===== src/rtl/enemy_fire_scheduler.sv =====
`default_nettype none
// ============================================================================
//  Module   : enemy_fire_scheduler
//  Picks which live enemy fires next and which bullet slot it uses, rate
//  limited by a cooldown. FIRE_BOTTOM_ONLY_EN: only the lowest live enemy of
//  each column may fire.
//  Revision : 1.0
// ============================================================================
module enemy_fire_scheduler #(
    parameter int N_ENEMY  = 65,
    parameter int COLS     = 13,
    parameter int N_SLOTS  = 3,
    parameter int COOLDOWN = 1000000
) (
    input  logic               clk,
    input  logic               reset,
    input  logic               restart,
    input  logic               enable,
    input  logic [N_ENEMY-1:0] enemy_vivos,
    input  logic [N_SLOTS-1:0] slot_busy,
    input  logic               shot_ready,
    output logic               shot_valid,
    output logic [6:0]         shot_id,
    output logic [3:0]         shot_col,
    output logic [2:0]         shot_row,
    output logic [1:0]         shot_slot
);

    localparam int          ROWS       = (N_ENEMY + COLS - 1) / COLS;
    localparam logic [1:0]  ST_COOL    = 2'd0;
    localparam logic [1:0]  ST_WAIT    = 2'd1;
    localparam logic [1:0]  ST_SCAN    = 2'd2;
    localparam logic [1:0]  ST_OFFER   = 2'd3;
    localparam logic [19:0] CNT_LAST   = 20'(COOLDOWN - 1);
    localparam logic [6:0]  IDX_LAST   = 7'(N_ENEMY - 1);
    localparam logic [6:0]  N_ENEMY_C  = 7'(N_ENEMY);
    localparam logic [15:0] LFSR_SEED  = 16'hACE1;
    localparam logic [15:0] LFSR_TAPS  = 16'hB400;

    logic [1:0]  state_q, state_d;
    logic [19:0] cnt_q, cnt_d;
    logic [15:0] lfsr_q, lfsr_d;
    logic [6:0]  idx_q, idx_d;
    logic [6:0]  tested_q, tested_d;
    logic [6:0]  id_q, id_d;
    logic [2:0]  row_q, row_d;
    logic [3:0]  col_q, col_d;
    logic [1:0]  slot_q, slot_d;

    logic [N_ENEMY-1:0] eligible;
    logic [1:0]         free_slot;
    logic [6:0]         start_idx;
    logic [2:0]         scan_row;
    logic [3:0]         scan_col;

`ifdef FIRE_BOTTOM_ONLY_EN
    // vivos_up[k] is enemy k+COLS, zero-extended so every "below" lookup is in range
    localparam int UP_W = N_ENEMY - COLS + (ROWS - 1) * COLS;
    logic [UP_W-1:0] vivos_up;

    always_comb begin
        vivos_up = {{(UP_W - (N_ENEMY - COLS)){1'b0}}, enemy_vivos[N_ENEMY-1:COLS]};
        for (int i = 0; i < N_ENEMY; i++) begin
            eligible[i] = enemy_vivos[i];
            for (int r = 1; r < ROWS; r++) begin
                if (vivos_up[i + (r - 1) * COLS]) begin
                    eligible[i] = 1'b0;
                end
            end
        end
    end
`else
    always_comb begin
        eligible = enemy_vivos;
    end
`endif

    always_comb begin
        free_slot = 2'd0;
        for (int s = N_SLOTS - 1; s >= 0; s--) begin
            if (!slot_busy[s]) begin
                free_slot = 2'(s);
            end
        end
    end

    always_comb begin
        start_idx = (lfsr_q[6:0] >= N_ENEMY_C) ? (lfsr_q[6:0] - N_ENEMY_C) : lfsr_q[6:0];
        lfsr_d    = {1'b0, lfsr_q[15:1]} ^ (lfsr_q[0] ? LFSR_TAPS : 16'h0000);
    end

    // Row/column by comparison against multiples of COLS, avoiding a divider
    always_comb begin
        scan_row = 3'd0;
        scan_col = 4'(idx_q);
        for (int r = 1; r < ROWS; r++) begin
            if (idx_q >= 7'(r * COLS)) begin
                scan_row = 3'(r);
                scan_col = 4'(idx_q - 7'(r * COLS));
            end
        end
    end

    always_comb begin
        state_d  = state_q;
        cnt_d    = cnt_q;
        idx_d    = idx_q;
        tested_d = tested_q;
        id_d     = id_q;
        row_d    = row_q;
        col_d    = col_q;
        slot_d   = slot_q;

        case (state_q)
            ST_COOL: begin
                if (enable) begin
                    if (cnt_q == CNT_LAST) begin
                        state_d = ST_WAIT;
                    end else begin
                        cnt_d = cnt_q + 20'd1;
                    end
                end
            end
            ST_WAIT: begin
                if (!enable) begin
                    state_d = ST_COOL;
                    cnt_d   = 20'd0;
                end else if (!(&slot_busy)) begin
                    slot_d   = free_slot;
                    idx_d    = start_idx;
                    tested_d = 7'd0;
                    state_d  = ST_SCAN;
                end
            end
            ST_SCAN: begin
                if (!enable) begin
                    state_d = ST_COOL;
                    cnt_d   = 20'd0;
                end else if (eligible[idx_q]) begin
                    id_d    = idx_q;
                    row_d   = scan_row;
                    col_d   = scan_col;
                    state_d = ST_OFFER;
                end else if (tested_q == IDX_LAST) begin
                    state_d = ST_COOL;
                    cnt_d   = 20'd0;
                end else begin
                    idx_d    = (idx_q == IDX_LAST) ? 7'd0 : idx_q + 7'd1;
                    tested_d = tested_q + 7'd1;
                end
            end
            ST_OFFER: begin
                // A pending offer survives the enemy dying or the slot filling
                if (shot_ready || !enable) begin
                    state_d = ST_COOL;
                    cnt_d   = 20'd0;
                end
            end
            default: begin
                state_d = ST_COOL;
                cnt_d   = 20'd0;
            end
        endcase

        if (restart) begin
            state_d = ST_COOL;
            cnt_d   = 20'd0;
            id_d    = 7'd0;
            row_d   = 3'd0;
            col_d   = 4'd0;
            slot_d  = 2'd0;
        end
    end

    always_ff @(posedge clk or negedge reset) begin
        if (!reset) begin
            state_q  <= ST_COOL;
            cnt_q    <= 20'd0;
            lfsr_q   <= LFSR_SEED;
            idx_q    <= 7'd0;
            tested_q <= 7'd0;
            id_q     <= 7'd0;
            row_q    <= 3'd0;
            col_q    <= 4'd0;
            slot_q   <= 2'd0;
        end else begin
            state_q  <= state_d;
            cnt_q    <= cnt_d;
            lfsr_q   <= lfsr_d;
            idx_q    <= idx_d;
            tested_q <= tested_d;
            id_q     <= id_d;
            row_q    <= row_d;
            col_q    <= col_d;
            slot_q   <= slot_d;
        end
    end

    assign shot_valid = (state_q == ST_OFFER);
    assign shot_id    = id_q;
    assign shot_row   = row_q;
    assign shot_col   = col_q;
    assign shot_slot  = slot_q;

endmodule
`default_nettype wire


===== config.mk =====
export PLATFORM = sky130hd
export DESIGN_NAME = enemy_fire_scheduler
export DESIGN_NICKNAME = d
export VERILOG_FILES = /design/src/rtl/enemy_fire_scheduler.sv
export SDC_FILE = /design/constraint.sdc
export NUM_CORES = 1
export LEC_CHECK = 0
export ABC_AREA = 1
export CORE_UTILIZATION = 60
export CTS_BUF_LIST = sky130_fd_sc_hd__clkbuf_4
export DETAILED_ROUTE_END_ITERATION = 16
export DONT_BUFFER_PORTS = 1
export GPL_TIMING_DRIVEN = 0
export PLACE_DENSITY = 0.76
export SLEW_MARGIN = 20
export SYNTH_ARGS = -nofsm -noshare
export SYNTH_HDL_FRONTEND = slang
export SYNTH_SLANG_ARGS = --single-unit
export TNS_END_PERCENT = 5

===== constraint.sdc =====
create_clock -name clk -period 2.51 [get_ports clk]
set_input_delay 0.502 -clock clk [delete_from_list [all_inputs] [get_ports clk]]
set_output_delay 0.502 -clock clk [all_outputs]
set_load 0.005 [all_outputs]

# Yosys cells after proc, flatten, opt, wreduce, memory -nomap -nowiden
# Cells that the tools add are included.
totals:
  in_bits: 73
  ff_bits: 68
  elab_cells: 122
  out_inout_bits: 17
op_classes:
  n_mux: 63
  magnitude_cmp: 6
  n_bitwise: 1
  addsub: 8
  n_reduce_logical: 14
  n_eq_ne: 21
op_table:
  columns: ["op", "n"]
  rows:
  - ["$mux W20", 8]
  - ["$mux W7", 16]
  - ["$pmux W20 S4", 1]
  - ["$mux W2", 17]
  - ["$mux W4", 8]
  - ["$pmux W7 S2", 2]
  - ["$add A20 B1 Y20 const B", 1]
  - ["$eq A20 B20 Y1 const B", 1]
  - ["$mux W3", 6]
  - ["$mux W16", 1]
  - ["$xor A15 B16 Y16", 1]
  - ["$add A7 B1 Y7 const B", 2]
  - ["$eq A7 B7 Y1 const B", 2]
  - ["$ge A7 B6 Y1 const B", 2]
  - ["$ne A2 B2 Y1 const B", 6]
  - ["$ne A3 B3 Y1 const B", 4]
  - ["$ne A4 B4 Y1 const B", 3]
  - ["$reduce_and A6 Y1", 2]
  - ["$reduce_bool A2 Y1", 5]
  - ["$reduce_and A3 Y1", 3]
  - ["$lt A7 B8 Y1 const B", 1]
  - ["$pmux W2 S4", 1]
  - ["$sub A4 B3 Y4 const B", 2]
  - ["$sub A4 B4 Y4 const B", 2]
  - ["other kinds (14)", 16]

# Depth between registers and ports, before layout
logic_depth:
  word_depth: 9
  depth_mapped: 15
  mapped_depth_nobuf: 14

# Worst setup path before layout
# Ideal clock, no wire load.
synth_path:
  path_type: "reg2reg"
  start: "register idx_q[1]"
  end: "register col_q[0] (netlist: shot_col[0])"
  period_less_slack_ps: 2140
  t_required_ps: 2445
  slack_ps: 370
  t_arrival_ps: 2075
  setup_time_ps: 65
  stages_incl_launch_ff: 13
  path_cell_list: "dfrtp_1 > buf_4 > inv_1 > buf_2 > ha_1 > o21ai_0 > a31oi_1 > nand2_1 > a21oi_1 > o21ai_0 > a21oi_1 > nand2_1 > nand2_1"
synth_via:
  elab_chain_len: 9
  word_cells_on_any_way: 16
  cone_classes: "order compare (4); mux (10); reduce/logical (2)"
synth_lines:
  columns: ["item", "line_no", "rtl"]
  rows:
  - ["start: declaration", "43", "logic [6:0] idx_q, idx_d;"]
  - ["start signal: assignment", "190", "idx_q <= idx_d;"]
  - ["$ge A7 B4 Y1", "97", "if (idx_q >= 7'(r * COLS)) begin"]
  - ["$mux W4 (4 in a row)", "97", null]
  - ["$mux W4", "139", "end else if (eligible[idx_q]) begin"]
  - ["$mux W4", "136", "if (!enable) begin"]
  - ["$mux W4", "114", "case (state_q)"]
  - ["$mux W4", "165", "if (restart) begin"]
  - ["end signal: assignment", "194", "col_q <= col_d;"]
  - ["end: declaration", "47", "logic [3:0] col_q, col_d;"]
# Several ways; a longest one is shown, not always the timed one. The select of a mux whose other input is x is not followed.
# A chain may end at the register's enable or synchronous reset.

# Worst setup path in the final report
layout_path:
  start: "register idx_q[2]"
  end: "register col_q[0] (netlist: shot_col[0])"
# Same word-level chain as after synthesis.

==> results <==
- The run finished with clean final reports.
- Counting the buffers created by CTS gives 9.
- The synthesized design spends more area on one cell type than any other, namely dfrtp_1.
- The routed design could run at a clock period as short as 2.34 ns.
- The count of cell types in the netlist is 39.
- The number of cell rows is 31.
- The tightest min-delay check is of the input port to register type.
- The number of global-route vias before repair was 4162.
- The cell count after synthesis came out at 664.
- The repair_antennas step left the layout with diodes totalling 0.
- The worst setup path is launched from a register.
- The longest clock path from root to sink contains 2 buffers.
- In the finished design, the share of the clock period the worst path needs comes to 0.933.
- The share of synthesized area in the top cell type comes to 0.325.
- STA puts the critical path data arrival time at 2.71 ns.
- In this run the static leakage power is 0.00249 µW.
- 90 I/O pins were placed.
- With fillers left out, the area of the finished cells amounts to 4990 µm².
- For this run, the leading register cell type out of synthesis is dfrtp_1.
- The CTS tree is done.
- The area of the die is 8060 µm².
- The completed layout was analyzed and its total power is 3060 µW.
- After detailed routing, the number of remaining DRC violations is 0.
- The first detailed-routing pass ran for 5 iterations.
- Max-cap violations in this run came to 0.
- Dividing the detail-routed wire length by the instance count gives 14.9 µm.
- Synthesis inferred 68 register bits.
- The area occupied by multi-input gates is 2480 µm².
- The initial antenna violation count was 0.
- The clock net in this run drives a total of 68 sinks.
- Using the TritonRoute via totals, the vias-per-cell ratio works out to 5.62.
- The highest fanout seen on the critical path is 12.
- The placed wire-length estimate is 8510 µm.
- STA classifies the critical path endpoint as a register.
- The worst vdd rail ir drop is 0.000464 V.
- The standard cell area after detailed placement is 4740 µm².
- The most common cell in the synthesized netlist is nand2_1.
- The critical path start-end classification is register to register.
- Data on the critical path is required at its endpoint by 2.88 ns.
- The total routing usage reported by global routing is 0.305.
- At the pin with the least slew margin, the transition time is 0.521 ns.
- The DRC violation total after the first TritonRoute iteration is 384.
- Power spread over the standard cell area amounts to 613 nW/µm².
- The final global-route overflow total is 0.
- Entering global routing, the biggest net connects 69 pins.
- The filler cells instantiated in the layout total 651.
- For this run, asynchronously set or reset flops after synthesis account for 1.00.
- At the end of routability-driven placement, the weighted congestion stood at 0.950.
- The area occupied by registers is 1710 µm².
- The clock reaches the later pin of the worst-skew pair after 0.42 ns.
- Sorting the synthesized cells by how often they occur yields nand2_1, inv_1, nand3_1, nor2_1, dfrtp_1.
- Once detail routing completed, the nets flagged for antenna violations numbered 0.
- By area the synthesized netlist is led by dfrtp_1, nand2_1, nand3_1.
- The layout cell share with drive strength beyond 1 is 0.111.
- Headroom to the max-slew limit came out at 0.650.
- The count of nets after finishing is 770.
- For this run, the number of Yosys warnings is 0.
- The first global-routing pass estimated 19900 µm of wire.
- The die is 89.8 µm tall.
- The max-slew violation total from the final report is 0.
- The routed design has 11700 µm of wire.
- The final cell utilization of the core is 0.681.
- The post-synth design cell area is 4620 µm².
- The final route contains 4409 vias.
- The area of the core is 7330 µm².
- Of the synthesized area, sequential elements account for 0.370.
- Counting every net in the synthesized netlist gives 753.
- CTS built an H-tree with a depth of 3.
- Between clock sinks in the finished design, the worst skew comes to 0.0129 ns.
- The achievable frequency is 0.427 GHz.
- After clock tree synthesis, the clock-pin slew on the worst setup and hold paths is 0.12 ns.
- The total count of hold-check failures in the final report is 0.
- The post-synthesis area per instance is 6.96 µm².
- The number of buffers added on ports is 0.
- The initial standard-cell utilization of the core is 0.630.
- The root cell of the clock tree is clkbuf_4.
- The layout overhead on the synthesized area is 7.99%.
- The count of flip-flops with a built-in enable after synthesis is 0.
- Setup violations remaining at the end of the flow were counted as 0.
- In this run the horizontal extent of the chip is 89.8 µm.
-- routing by layer --
layer | vias up | track usage | share of wire
met1 | 2043 | 0.432 | 0.47
li1 | 2191 | - | -
met4 | 0 | 0.0820 | 0.0097
met3 | 12 | 0.0651 | 0.067
met2 | 163 | 0.474 | 0.45
met5 | - | 0 | 0
-- flip-flops by register name, summed over array words and instances (netlist names) --
name       count
shot_col       4
shot_slot      2
lfsr_q        16
shot_id        7
idx_q          7
cnt_q         20
tested_q       7
shot_row       3
state_q        2
-- per-stage QoR --
step	setup slack (ns)	hold slack, ns	setup TNS, ns	cells
2_1_floorplan	0.370	0.206	0	664
5_1_grt	-0.0284	0.134	-0.0556	785
3_5_place_dp	-0.0338	0.208	-0.0338	763
3_3_place_gp	-0.0463	0.208	-0.0463	763
6_report	0.167	0.161	0	785
4_1_cts	0.0301	0.134	0	781
-- placed cells by master (no fill, tap or decap), types with 10 or more instances in the layout --
| master | count |
|---|---|
| nand3_1 | 67 |
| o21ai_1 | 41 |
| nand4_1 | 10 |
| dfrtp_1 | 59 |
| o21ai_0 | 21 |
| clkbuf_4 | 12 |
| nor2_1 | 63 |
| inv_1 | 77 |
| ha_1 | 16 |
| xor2_1 | 15 |
| a21oi_1 | 10 |
| buf_2 | 13 |
| nand2_1 | 186 |
-- where the power goes --
part	total, µW	leakage (µW)	internal, µW	switching [µW]
Sequential	1210	0.000915	1150	61.7
Clock	703	0.0000712	305	397
Combinational	1140	0.00150	378	767
Total	3060	0.00249	1830	1230
-- critical path, stage by stage, from the launching register on --
cell and delay, ns:
dfrtp_1 0.49, inv_1 0.12, buf_2 0.29, ha_1 0.25, o21ai_0 0.12, a31oi_2 0.31
nand2_1 0.14, a21oi_2 0.20, o21ai_0 0.09, a21oi_1 0.13, nand2_1 0.08, nand2_1 0.07
-- kinds of logic (layout without fill, tap and decap cells) --
| family | count (synthesis) | count (layout) | synth area share |
|---|---|---|---|
| AO/OA/AOI/OAI | 102 | 102 | 0.127 |
| buffers and inverters | 106 | 128 | 0.0986 |
| flip-flops | 68 | 68 | 0.370 |
| AND/OR/NAND/NOR | 353 | 353 | 0.324 |
| multiplexers | 1 | 1 | 0.00244 |
| XOR/XNOR | 18 | 18 | 0.0341 |
| adder cells (fa/ha/maj) | 16 | 16 | 0.0433 |
-- what timing repair did --
| item | 4_1_cts | 5_1_grt |
|---|---|---|
| buffers inserted | 0 | 4 |
| gates resized for setup | 2 | 15 |
| endpoints found under the hold margin | 68 | 0 |
| pin swaps | 0 | 1 |
| endpoints found under the setup margin | 2 | 42 |
| hold buffers | 2 | 0 |
-- cell type report --
class	count	share of cell area
buffer	26	0.0336
multi-input combinational	490	0.498
inverter	80	0.0609
clock inverter	6	0.0110
tap	99	0.0248
timing repair buffer	6	0.0135
sequential	68	0.343
clock buffer	10	0.0150
-- final timing paths --
path / start / end / slack [ns] / depth (start not counted)
max in group asynchronous: reset / lfsr_q[5]$_DFF_PN1_ / 1.56 / 2
min in group asynchronous: reset / cnt_q[2]$_DFFE_PN0P_ / 0.64 / 2
worst min-delay path: slot_busy[2] / shot_slot[1]$_DFFE_PN0P_ / 0.16 / 1
worst max register to register: idx_q[2]$_DFFE_PN0P_ / shot_col[0]$_DFFE_PN0P_ / 0.17 / 11
worst max-delay path: idx_q[2]$_DFFE_PN0P_ / shot_col[0]$_DFFE_PN0P_ / 0.17 / 11
worst min register to register: lfsr_q[12]$_DFF_PN0_ / lfsr_q[11]$_DFF_PN1_ / 0.35 / 0
Power figures use the tool's default switching activity.
